`src/rtl/rtr_credit_return.sv`:
```
// -----------------------------------------------------------------------------
// rtr_credit_return
//
// Input-port credit return generator. Buffer-slot releases (one bit per VC per
// cycle, any number at once) are accumulated in per-VC pending counters and
// drained round-robin as a single credit per active cycle towards the upstream
// router's output-VC flow control tracker.
//
// Optional feature macro: RTR_CREDIT_RETURN_BYPASS_EN
//   defined   : a release may be granted in the cycle it arrives (1-cycle
//               minimum latency, counter net change 0).
//   undefined : arbiter sees registered counters only (2-cycle latency).
//
// Ports:
//   clk              in   clock
//   reset            in   synchronous active-high reset
//   active           in   clock enable; state updates only when high
//   pop_valid_ivc    in   per-VC slot release strobes
//   fc_event_valid   out  one credit returned this cycle (registered, gated
//                         low while active is low)
//   fc_event_sel_ovc out  one-hot VC of the returned credit, zero when idle
//   fc_active        out  any credit pending or any release present
//   errors_ivc       out  per VC: bit 2v overflow (registered pulse),
//                         bit 2v+1 release while inactive (combinational)
// -----------------------------------------------------------------------------
module rtr_credit_return #(
   parameter int num_vcs     = 4,
   parameter int buffer_size = 16
) (
   input  logic                   clk,
   input  logic                   reset,
   input  logic                   active,
   input  logic [num_vcs-1:0]     pop_valid_ivc,
   output logic                   fc_event_valid,
   output logic [num_vcs-1:0]     fc_event_sel_ovc,
   output logic                   fc_active,
   output logic [2*num_vcs-1:0]   errors_ivc
);

   localparam int buffer_size_per_vc = buffer_size / num_vcs;
   localparam int cnt_width          = $clog2(buffer_size_per_vc + 1);
   localparam logic [cnt_width-1:0] cnt_max = cnt_width'(buffer_size_per_vc);
   localparam logic [cnt_width-1:0] cnt_one = cnt_width'(1);

   logic [cnt_width-1:0] cnt_r [num_vcs];
   logic [num_vcs-1:0]   rr_ptr_r;
   logic                 valid_r;
   logic [num_vcs-1:0]   sel_r;
   logic [num_vcs-1:0]   ovf_r;

   logic [cnt_width-1:0] cnt_nxt_s [num_vcs];
   logic [num_vcs-1:0]   cnt_nz_s;
   logic [num_vcs-1:0]   elig_s;
   logic [num_vcs-1:0]   grant_s;
   logic                 found_s;
   logic [num_vcs-1:0]   ovf_nxt_s;
   logic [num_vcs-1:0]   rr_nxt_s;

   // Eligibility: pending credits, plus same-cycle releases when bypassing.
   always_comb begin
      cnt_nz_s = {num_vcs{1'b0}};
      elig_s   = {num_vcs{1'b0}};
      for (int v = 0; v < num_vcs; v++) begin
         cnt_nz_s[v] = (cnt_r[v] != {cnt_width{1'b0}});
`ifdef RTR_CREDIT_RETURN_BYPASS_EN
         elig_s[v]   = cnt_nz_s[v] | pop_valid_ivc[v];
`else
         elig_s[v]   = cnt_nz_s[v];
`endif
      end
   end

   // Round-robin arbiter: first eligible VC at or after rr_ptr, with wrap.
   // Scan offsets outermost so the nearest eligible VC wins.
   always_comb begin
      grant_s = {num_vcs{1'b0}};
      found_s = 1'b0;
      for (int o = 0; o < num_vcs; o++) begin
         for (int s = 0; s < num_vcs; s++) begin
            grant_s[(s + o) % num_vcs] = grant_s[(s + o) % num_vcs]
                                       | (rr_ptr_r[s] & ~found_s & elig_s[(s + o) % num_vcs]);
            found_s = |grant_s;
         end
      end
      // Pointer moves to the VC after the granted one; holds when no grant.
      rr_nxt_s = found_s ? {grant_s[num_vcs-2:0], grant_s[num_vcs-1]} : rr_ptr_r;
   end

   // Counter next state: +release -grant, saturating at the per-VC depth.
   always_comb begin
      ovf_nxt_s = {num_vcs{1'b0}};
      for (int v = 0; v < num_vcs; v++) begin
         cnt_nxt_s[v] = cnt_r[v];
         if (pop_valid_ivc[v] && !grant_s[v]) begin
            if (cnt_r[v] == cnt_max) begin
               ovf_nxt_s[v] = 1'b1;
               cnt_nxt_s[v] = cnt_r[v];
            end else begin
               cnt_nxt_s[v] = cnt_r[v] + cnt_one;
            end
         end else if (grant_s[v] && !pop_valid_ivc[v]) begin
            cnt_nxt_s[v] = cnt_r[v] - cnt_one;
         end else begin
            cnt_nxt_s[v] = cnt_r[v];
         end
      end
   end

   // State and output registers; everything holds while active is low except
   // the overflow pulse, which must not linger.
   always_ff @(posedge clk) begin
      if (reset) begin
         for (int v = 0; v < num_vcs; v++) begin
            cnt_r[v] <= {cnt_width{1'b0}};
         end
         rr_ptr_r <= {{(num_vcs-1){1'b0}}, 1'b1};
         valid_r  <= 1'b0;
         sel_r    <= {num_vcs{1'b0}};
         ovf_r    <= {num_vcs{1'b0}};
      end else if (active) begin
         for (int v = 0; v < num_vcs; v++) begin
            cnt_r[v] <= cnt_nxt_s[v];
         end
         rr_ptr_r <= rr_nxt_s;
         valid_r  <= found_s;
         sel_r    <= grant_s;
         ovf_r    <= ovf_nxt_s;
      end else begin
         ovf_r    <= {num_vcs{1'b0}};
      end
   end

   // Output gating and error/wake signals.
   always_comb begin
      fc_event_valid   = valid_r & active;
      fc_event_sel_ovc = sel_r & {num_vcs{fc_event_valid}};
      fc_active        = (|cnt_nz_s) | (|pop_valid_ivc);
      errors_ivc       = {(2*num_vcs){1'b0}};
      for (int v = 0; v < num_vcs; v++) begin
         errors_ivc[2*v]   = ovf_r[v];
         errors_ivc[2*v+1] = pop_valid_ivc[v] & ~active;
      end
   end

endmodule

```
`config.mk`:
```
export PLATFORM = sky130hd
export DESIGN_NAME = rtr_credit_return
export DESIGN_NICKNAME = d
export VERILOG_FILES = /design/src/rtl/rtr_credit_return.sv
export SDC_FILE = /design/constraint.sdc
export NUM_CORES = 1
export LEC_CHECK = 0
export CAP_MARGIN = 0
export CORE_ASPECT_RATIO = 0.5
export CORE_MARGIN = 2
export CORE_UTILIZATION = 55
export CTS_BUF_LIST = sky130_fd_sc_hd__clkbuf_16
export DETAILED_ROUTE_END_ITERATION = 6
export PLACE_DENSITY = 0.89
export SKIP_CTS_REPAIR_TIMING = 1
export SYNTH_ARGS = -nofsm -noshare
export SYNTH_HDL_FRONTEND = slang
export SYNTH_SLANG_ARGS = --single-unit
```
`constraint.sdc`:
```
create_clock -name clk -period 3.7 [get_ports clk]
set_input_delay 0.37 -clock clk [delete_from_list [all_inputs] [get_ports clk]]
set_output_delay 0.37 -clock clk [all_outputs]
set_load 0.02 [all_outputs]
```
Yosys cells after proc, flatten, opt, wreduce, memory -nomap -nowiden
Memory sizes are Yosys's and may differ from the RTL's.
Index checks and enable logic that the tools add are counted.
{"block": "op_classes", "mux": 25, "n_bitwise": 74, "reduce_logical": 42, "add_sub_neg": 8, "eq_ne": 4}
{"cell": "OR reduction 4 bit", "n": 15}
{"cell": "two-way mux 3 bit", "n": 16}
{"cell": "AND 1 bit", "n": 36}
{"cell": "NOT 1 bit", "n": 20}
{"cell": "OR 1 bit", "n": 17}
{"cell": "OR reduction 3 bit", "n": 5}
{"cell": "adder 3 x 1 -> 3 bit, second input constant", "n": 4}
{"cell": "equality test 3 bit, second input constant", "n": 4}
{"cell": "nonzero test 3 bit", "n": 4}
{"cell": "subtractor 3 x 1 -> 3 bit, second input constant", "n": 4}
{"cell": "two-way mux 1 bit", "n": 9}
{"cell": "logical AND 1 bit", "n": 8}
{"cell": "logical NOT 1 bit", "n": 8}
{"cell": "AND 4 bit", "n": 1}
{"cell": "AND reduction 2 bit", "n": 1}
{"cell": "OR reduction 2 bit", "n": 1}
{"block": "totals", "word_cells": 161, "input_bits": 7, "regBits": 13, "ramBits": 12, "memories": 1, "output_inout_bits": 14}
{"name": "cnt_r", "depth": 4, "width": 3, "rd": 4, "rd_ports_with_merged_regs": 0, "wr": 4, "line": "45", "source": "logic [cnt_width-1:0] cnt_r [num_vcs];"}

Logic depth before layout (Yosys ltp)
Gate-level depths: netlist (run 1).
{"block": "depth", "word_depth": 77, "mapped_depth": 13, "ltp_nobuf": 12}

Worst setup path before layout (run 1)
OpenSTA, ideal clock, no wires.
{"block": "synth_path", "path_type": "reg2reg", "from": "memory cnt_r[1][0] (netlist name)", "to": "memory cnt_r[1][2] (netlist name), data pin", "setup_slack_ps": 804, "arrival_ps": 2630, "n_path_buf": 0, "setup_time_ps": 266, "t_required_ps": 3434, "path_stages_with_launch": 12, "synth_period_minus_slack_ps": 2896, "path_cell_list": "edfxtp_1 nor3_1 a221oi_1 or3_1 o31ai_4 o21ba_4 ha_1 inv_1 fa_1 xnor2_1 xnor2_1 nor2_1"}
{"item": "start, declared", "line": "45"}

==> results of run 1 <==
## cell usage in the layout (no fill, tap or decap), drive strengths merged, types with 2 or more instances in the layout
master	synthesis	final
or3	6	6
nand4	4	4
and2	5	5
dfxtp	13	13
nor4	6	6
a21oi	12	12
o32ai	2	2
a211o	2	2
buf	1	2
clkbuf	5	3
and3	4	4
ha	4	4
clkdlybuf4s50	0	20
nor2	17	17
nand2b	7	7
edfxtp	12	12
inv	8	9
mux2i	2	2
xnor2	8	8
nor2b	6	6
nor3	5	5
o31ai	11	11
fa	4	4
nand2	11	11
## flip-flops by register name (all words and copies together) (netlist names)
signal and flops:
ovf_r 4, rr_ptr_r 4, valid_r 1, sel_r 4, cnt_r 12
## worst register-to-register path, delay by kind of cell, from the launching register on
| family | cells | cell delay [ns] |
|---|---|---|
| AOI/OAI and AO/OA | 2 | 0.63 |
| adders and majority gates | 2 | 0.67 |
| buffers and inverters | 1 | 0.09 |
| DFF | 1 | 0.51 |
| and+or+nand+nor | 4 | 1.30 |
## per-stage QoR
step           area (um2)  instances
3_5_place_dp         1870        224
2_1_floorplan        1640        171
4_1_cts              1950        228
6_report             1950        228
5_1_grt              1950        228
3_3_place_gp         1870        224
## final cells by class
type | count | area [um2] | area share (%)
well taps | 37 | 46.3 | 2.37
multi-input cells | 131 | 957 | 49.0
inverters | 9 | 33.8 | 1.73
flip-flops and latches | 25 | 621 | 31.8
clock buffers | 3 | 75.1 | 3.85
clock inverters | 1 | 3.75 | 0.192
repair buffers | 22 | 215 | 11.0
## kinds of logic after synthesis
family / after synthesis / share of synthesized area [%]
mux: 3 / 1.90
xor+xnor: 8 / 4.27
compound gates: 37 / 18.4
simple gates: 75 / 25.7
flops: 25 / 37.8
fa+ha+maj: 8 / 7.92
buf+inv: 15 / 3.96
## how the worst max path moves through the flow
stage	startpoint	end	slack, ns	cells after the start
after detailed placement	cnt_r[1][0]$_SDFFCE_PN0P_	cnt_r[0][2]$_SDFFCE_PN0P_	0.45	11
after global routing	cnt_r[1][0]$_SDFFCE_PN0P_	cnt_r[0][2]$_SDFFCE_PN0P_	0.06	11
final	cnt_r[1][0]$_SDFFCE_PN0P_	cnt_r[0][1]$_SDFFCE_PN0P_	0.27	9
after CTS	cnt_r[1][0]$_SDFFCE_PN0P_	cnt_r[2][2]$_SDFFCE_PN0P_	0.33	12
after global placement	cnt_r[1][0]$_SDFFCE_PN0P_	cnt_r[2][2]$_SDFFCE_PN0P_	0.56	12
after floorplan	cnt_r[1][0]$_SDFFCE_PN0P_	cnt_r[1][2]$_SDFFCE_PN0P_	0.80	11
## power groups by stage
| stage | Sequential [mW] | Clock [mW] | Combinational [mW] |
|---|---|---|---|
| 2_1_floorplan | 0.497 | 0 | 0.647 |
| 3_3_place_gp | 0.535 | 0 | 0.776 |
| 3_5_place_dp | 0.544 | 0 | 0.798 |
| 4_1_cts | 0.543 | 0.239 | 0.816 |
| 5_1_grt | 0.565 | 0.255 | 0.914 |
| 6_report | 0.549 | 0.238 | 0.832 |
## routing by layer
| layer | share of wire (%) | wire length, um | track usage [%] | vias to the layer above |
|---|---|---|---|---|
| met2 | 46 | 1920 | 41.8 | 78 |
| met5 | 0 | 0 | 0 | - |
| li1 | - | - | - | 670 |
| met1 | 46 | 1930 | 38.9 | 679 |
| met3 | 7.4 | 314 | 5.39 | 10 |
| met4 | 1.3 | 57 | 8.81 | 0 |
==> Implementation_results.wiki, run 1 <==
{| class="wikitable"
! Metric !! Value
|-
| Buffer depth of the longest clock path || 2
|-
| Clock input transition at the sequential cells of the worst setup and hold paths || 0.06 ns
|-
| Critical path class || reg2reg
|-
| Top-level I/O count || 21
|-
| Arrival time of data at the critical path endpoint || 3.45 ns
|-
| Proportion of register bits with asynchronous set or reset after synthesis || 0%
|-
| Clock Tree Root || sky130_fd_sc_hd__clkbuf_16
|-
| DP Worst Slack || 0.451 ns
|-
| DP HPWL || 3020 um
|-
| Syn Nets || 186
|-
| Number of endpoints with negative hold slack in the final report || 0
|-
| Relative max-transition margin || 57.9%
|-
| Critical path data required time || 3.72 ns
|-
| Internal Power || 0.914 mW
|-
| Clock tree from TritonCTS || built
|-
| Comb pwr share || 51.4%
|-
| Ratio of final minimum period to clock period || 92.8%
|-
| Final worst-path setup slack || 0.266 ns
|-
| Worst reg2reg endpoint || cnt_r[0][1]$_SDFFCE_PN0P_
|-
| WHS Path Cells || 2
|-
| Start point of the worst hold path || sel_r[0]$_SDFFE_PP0P_
|-
| Post-synthesis average cell area || 9.61 um2
|-
| Layout cells sized above 1 || 9.95%
|-
| Port bufs || 20
|-
| Remaining DRCs || 0
|-
| Clock Sinks || 25
|-
| Initial antenna violation count || 0
|-
| Global route overflow || 0
|-
| Reg2Reg Depth || 9
|-
| Status || finished, final reports clean
|-
| Total wire length after detailed routing || 4220 um
|-
| Initial core utilization || 60.5%
|-
| Leakage || 0.715 nW
|-
| Crit path max-delay cell type || sky130_fd_sc_hd__edfxtp_1
|-
| Worst hold margin || 0.487 ns
|-
| Number of search-and-repair iterations in the first detailed-routing pass || 4
|-
| RSZ-0062 raised after global routing || no
|-
| Distinct cell type count of the synthesized netlist || 46
|-
| Worst reg2reg startpoint || cnt_r[1][0]$_SDFFCE_PN0P_
|-
| Die area || 3470 um2
|-
| Least-Margin Pin Slew || 0.629 ns
|-
| Routability Congestion || 0.934
|-
| Antenna Violating Nets Remaining || 0
|-
| Core box area || 2720 um2
|-
| Antenna diode count || 0
|-
| Filler cells || 214
|-
| Setup-failing EPs final || 0
|-
| Min Tclk post-route || 3.43 ns
|-
| Series of cell instances along the critical path || nor3_1 > a221oi_1 > o31ai_1 > nor4bb_1 > nor2_1 > ha_1 > inv_1 > fa_1 > and2_1
|-
| Capture endpoint of the worst hold path || sel_r[0]$_SDFFE_PP0P_
|-
| Via total after detailed routing || 1437
|-
| Syn. warnings || 0
|-
| Setup Skew || 0.000963 ns
|-
| Worst skew pair latency || 0.26 ns
|-
| First-pass GRT wire length || 7020 um
|-
| Sequential-to-total area share from yosys stat || 37.8%
|-
| Vertical die dimension || 42.6 um
|-
| Setup TNS || 0 ns
|-
| Maximum level of the CTS H-tree || 1
|-
| Most common library cells after synthesis || sky130_fd_sc_hd__nor2_1 (15), sky130_fd_sc_hd__dfxtp_1 (13), sky130_fd_sc_hd__a21oi_1 (12), sky130_fd_sc_hd__edfxtp_1 (12), sky130_fd_sc_hd__nand2_1 (11)
|-
| Ratio of total power to cell area || 829 nW/um2
|-
| Most used standard cell by instance count after synthesis || sky130_fd_sc_hd__nor2_1
|-
| Critical path buffers and inverters || 1
|-
| Biggest fanout along the worst timing path || 7
|-
| Post-layout utilization of the core || 71.9%
|-
| Highest clock frequency the design can meet || 291 MHz
|-
| Post-synth design cell area || 1640 um2
|-
| Max Transition Viols Final || 0
|-
| Worst Setup Start Kind || register
|-
| Area growth syn-to-layout || 18.8%
|-
| Total GRT Usage || 27.4%
|-
| Number of flip-flops and latches in the synthesized netlist || 25
|-
| Number of rows created at floorplan || 13
|-
| Area share of the leading cell type in the synthesized netlist || 21.9%
|-
| Total power of the final layout || 1.62 mW
|-
| Cell type contributing the most total cell area after synthesis || sky130_fd_sc_hd__edfxtp_1
|-
| Initial DRC count || 125
|-
| IR drop worst, VDD || 0.490 mV
|-
| Die boundary width || 81.3 um
|-
| Number of global-route vias before repair || 1382
|-
| Top FF cell, synth || sky130_fd_sc_hd__dfxtp_1
|-
| Gate Count Post-Synth || 171
|-
| Register-to-register setup slack || 0.27 ns
|-
| Number of buffers created by CTS || 3
|-
| Power dissipated by switching net loads || 0.705 mW
|-
| Largest net degree at the start of global routing || 19
|-
| Class of the tightest hold or removal check || reg2reg
|-
| Cell types with the largest area share after synthesis || sky130_fd_sc_hd__edfxtp_1 (22%), sky130_fd_sc_hd__dfxtp_1 (16%), sky130_fd_sc_hd__fa_1 (4.9%)
|-
| Maxcap violations || 0
|-
| CP peak stage delay || 0.51 ns
|-
| Critical path capture point type || register
|-
| Cell family with most CP delay || simple AND/OR/NAND/NOR gates
|-
| Routed len/inst || 18.5 um
|-
| Total number of nets in the final design || 207
|-
| Share of power burned in the clock network || 14.7%
|-
| Share of total power consumed by net switching || 43.5%
|-
| Post-synth EDFFs || 12
|-
| Vias per std cell || 6.30
|-
| Sequential cell fraction of total power || 33.9%
|}
No activity file was read; power rests on OpenSTA's default activity.
==> inputs of run 2 (changes only) <==
--- a/config.mk
+++ b/config.mk
@@ -6,13 +6,14 @@
 export NUM_CORES = 1
 export LEC_CHECK = 0
 export CAP_MARGIN = 0
-export CORE_ASPECT_RATIO = 0.5
+export CORE_ASPECT_RATIO = 1.75
 export CORE_MARGIN = 2
 export CORE_UTILIZATION = 55
 export CTS_BUF_LIST = sky130_fd_sc_hd__clkbuf_16
 export DETAILED_ROUTE_END_ITERATION = 6
 export PLACE_DENSITY = 0.89
 export SKIP_CTS_REPAIR_TIMING = 1
+export SLEW_MARGIN = 20
 export SYNTH_ARGS = -nofsm -noshare
 export SYNTH_HDL_FRONTEND = slang
 export SYNTH_SLANG_ARGS = --single-unit
==> run 2 against run 1 <==
Against the previous run: maximum frequency up 1.8%; sequential share of layout area up 0.16 points; clock-buffer cell count unchanged; clock power about the same; worst hold slack worse by 0.0020 ns; critical path depth up 1; critical path type unchanged; highest routed layer unchanged.
==> Implementation_results.wiki, run 2 (synthesis gave the netlist of run 1 again) <==
{| class="wikitable"
! Metric !! Value
|-
| Most frequent cells in the layout || sky130_fd_sc_hd__clkdlybuf4s50_1 (20), sky130_fd_sc_hd__nor2_1 (15), sky130_fd_sc_hd__dfxtp_1 (13), sky130_fd_sc_hd__a21oi_1 (12), sky130_fd_sc_hd__edfxtp_1 (12)
|-
| Share of power burned in the clock network || 15.1% (+0.4 points)
|-
| Class of the tightest hold or removal check || reg2reg
|-
| Ratio of total power to cell area || 814 nW/um2 (-1.9%)
|-
| Setup TNS || 0 ns (unchanged)
|-
| Arrival time of data at the critical path endpoint || 3.39 ns (-0.06 ns)
|-
| Min Tclk post-route || 3.37 ns (-0.0591 ns)
|-
| Port bufs || 20 (unchanged)
|-
| Clock input transition at the sequential cells of the worst setup and hold paths || 0.07 ns (about the same)
|-
| Final worst-path setup slack || 0.325 ns (+0.0591 ns)
|-
| Relative max-transition margin || 66.2% (+8.2 points)
|-
| Clock Tree Root || sky130_fd_sc_hd__clkbuf_16
|-
| RSZ-0062 raised after global routing || no
|-
| Clock tree from TritonCTS || built
|-
| Total GRT Usage || 25.1% (-2.2 points)
|-
| Register containing the most flip-flops in the final layout || cnt_r
|-
| Vias per std cell || 6.67 (+5.8%)
|-
| Share of total power consumed by net switching || 42.6% (-0.96 points)
|-
| Largest net degree at the start of global routing || 26 (+7)
|-
| Antenna diode count || 0 (unchanged)
|-
| Number of endpoints with negative hold slack in the final report || 0 (unchanged)
|-
| Buffer depth of the longest clock path || 2 (unchanged)
|-
| Power dissipated by switching net loads || 0.673 mW (-4.6%)
|-
| Comb pwr share || 50.6% (-0.8 points)
|-
| Setup-failing EPs final || 0 (unchanged)
|-
| Most common library cell in the layout ignoring fill and taps || sky130_fd_sc_hd__clkdlybuf4s50_1
|-
| Setup Skew || 0.00655 ns (+0.00558 ns)
|-
| Maxcap violations || 0 (unchanged)
|-
| Highest clock frequency the design can meet || 296 MHz (+1.8%)
|-
| Core box area || 2900 um2 (+6.6%)
|-
| Remaining DRCs || 0 (unchanged)
|-
| Top-level I/O count || 21 (unchanged)
|-
| Total number of nets in the final design || 207 (unchanged)
|-
| Worst skew pair latency || 0.26 ns (about the same)
|-
| Number of rows created at floorplan || 26 (+13)
|-
| Ratio of final minimum period to clock period || 91.2% (-1.6 points)
|-
| IR drop worst, VDD || 0.582 mV (+19%)
|-
| Biggest fanout along the worst timing path || 7 (unchanged)
|-
| Critical path class || reg2reg
|-
| DP Worst Slack || 0.401 ns (-0.0499 ns)
|-
| Number of buffers created by CTS || 3 (unchanged)
|-
| Initial antenna violation count || 0 (unchanged)
|-
| Global route overflow || 0 (unchanged)
|-
| Critical path data required time || 3.71 ns (about the same)
|-
| Worst Setup Start Kind || register
|-
| Layout cells sized above 1 || 10.5% (+0.52 points)
|-
| Filler cells || 234 (+9.3%)
|-
| Sequential cell fraction of total power || 34.3% (+0.4 points)
|-
| Area growth syn-to-layout || 18.2%
|-
| Routed len/inst || 17.8 um (-4.1%)
|-
| Vertical die dimension || 76.3 um (+79%)
|-
| Initial DRC count || 62 (-50%)
|-
| Die area || 3460 um2 (-0.26%)
|-
| Least-Margin Pin Slew || 0.503 ns (-0.126 ns)
|-
| Clock Sinks || 25 (unchanged)
|-
| Via total after detailed routing || 1461 (+1.7%)
|-
| Critical path capture point type || register
|-
| First-pass GRT wire length || 6490 um (-7.5%)
|-
| Number of flip-flops in the largest register || 12 (unchanged)
|-
| Maximum level of the CTS H-tree || 1 (unchanged)
|-
| Antenna Violating Nets Remaining || 0 (unchanged)
|-
| Max Transition Viols Final || 0 (unchanged)
|-
| Total wire length after detailed routing || 3890 um (-7.9%)
|-
| Number of search-and-repair iterations in the first detailed-routing pass || 4 (unchanged)
|-
| Internal Power || 0.907 mW (-0.73%)
|-
| Initial core utilization || 56.7% (-3.7 points)
|-
| Routability Congestion || 0.993 (+6.3%)
|-
| DP HPWL || 3060 um (+1.2%)
|-
| Leakage || 0.714 nW (-0.20%)
|-
| Status || finished, final reports clean
|-
| Number of global-route vias before repair || 1465 (+6.0%)
|-
| Die boundary width || 45.3 um (-44%)
|}
## run 2: cell count changes in the layout (fill, tap and decap cells not counted), sizes merged
cell	delta
inv	-1
clkinv	+1
## run 2: area by class of cell
type                    instances  area [um2]  share of cell area [%]
clock inverters                 1        5.00                   0.258
well taps                      28        35.0                    1.80
repair buffers                 22         215                    11.1
multi-input cells             131         957                    49.3
clock buffers                   3        75.1                    3.87
inverters                       9        33.8                    1.74
flip-flops and latches         25         621                    32.0
## run 2: power groups by stage
| stage | registers, mW | logic [mW] | clock network, mW |
|---|---|---|---|
| finish | 0.543 | 0.799 | 0.239 |
| global route | 0.559 | 0.880 | 0.252 |
| CTS | 0.541 | 0.793 | 0.240 |
| detailed placement | 0.545 | 0.787 | 0 |
| global placement | 0.535 | 0.754 | 0 |
| floorplan | 0.497 | 0.647 | 0 |
## run 2: worst paths after layout
kind         depth (start not counted)                      start  slack, ns                         to
max                                 10  cnt_r[1][0]$_SDFFCE_PN0P_       0.33  cnt_r[2][1]$_SDFFCE_PN0P_
max reg2reg                         10  cnt_r[1][0]$_SDFFCE_PN0P_       0.33  cnt_r[2][1]$_SDFFCE_PN0P_
min reg2reg                          2      sel_r[0]$_SDFFE_PP0P_       0.49      sel_r[0]$_SDFFE_PP0P_
min                                  2      sel_r[0]$_SDFFE_PP0P_       0.49      sel_r[0]$_SDFFE_PP0P_
## run 2: metrics by stage
stage	hold WS (ns)	cells	instance area [um2]	utilization, %	power (mW)
floorplan	0.447	171	1640	-	1.14
global placement	0.462	215	1860	64.3	1.29
detailed placement	0.477	215	1860	64.3	1.33
CTS	0.489	219	1940	67.1	1.57
global route	0.502	219	1940	67.1	1.69
finish	0.485	219	1940	67.1	1.58
## run 2: metal layers
metal / GRT usage, % / part of all wire, % / up-vias
li1: - / - / 670
met3: 2.13 / 5.7 / 17
met5: 0 / 0 / -
met4: 14.7 / 4.6 / 0
met1: 27.1 / 34 / 703
met2: 44.3 / 56 / 71
## run 2: worst max-delay path, stage by stage, from the launching register on
cell,delay (ns)
sky130_fd_sc_hd__edfxtp_1,0.50
sky130_fd_sc_hd__o31ai_1,0.50
sky130_fd_sc_hd__nand4_1,0.22
sky130_fd_sc_hd__nor2_2,0.26
sky130_fd_sc_hd__o31ai_4,0.15
sky130_fd_sc_hd__nor4_1,0.49
sky130_fd_sc_hd__nor2_1,0.11
sky130_fd_sc_hd__ha_1,0.24
sky130_fd_sc_hd__inv_1,0.08
sky130_fd_sc_hd__fa_1,0.42
sky130_fd_sc_hd__and2_1,0.15
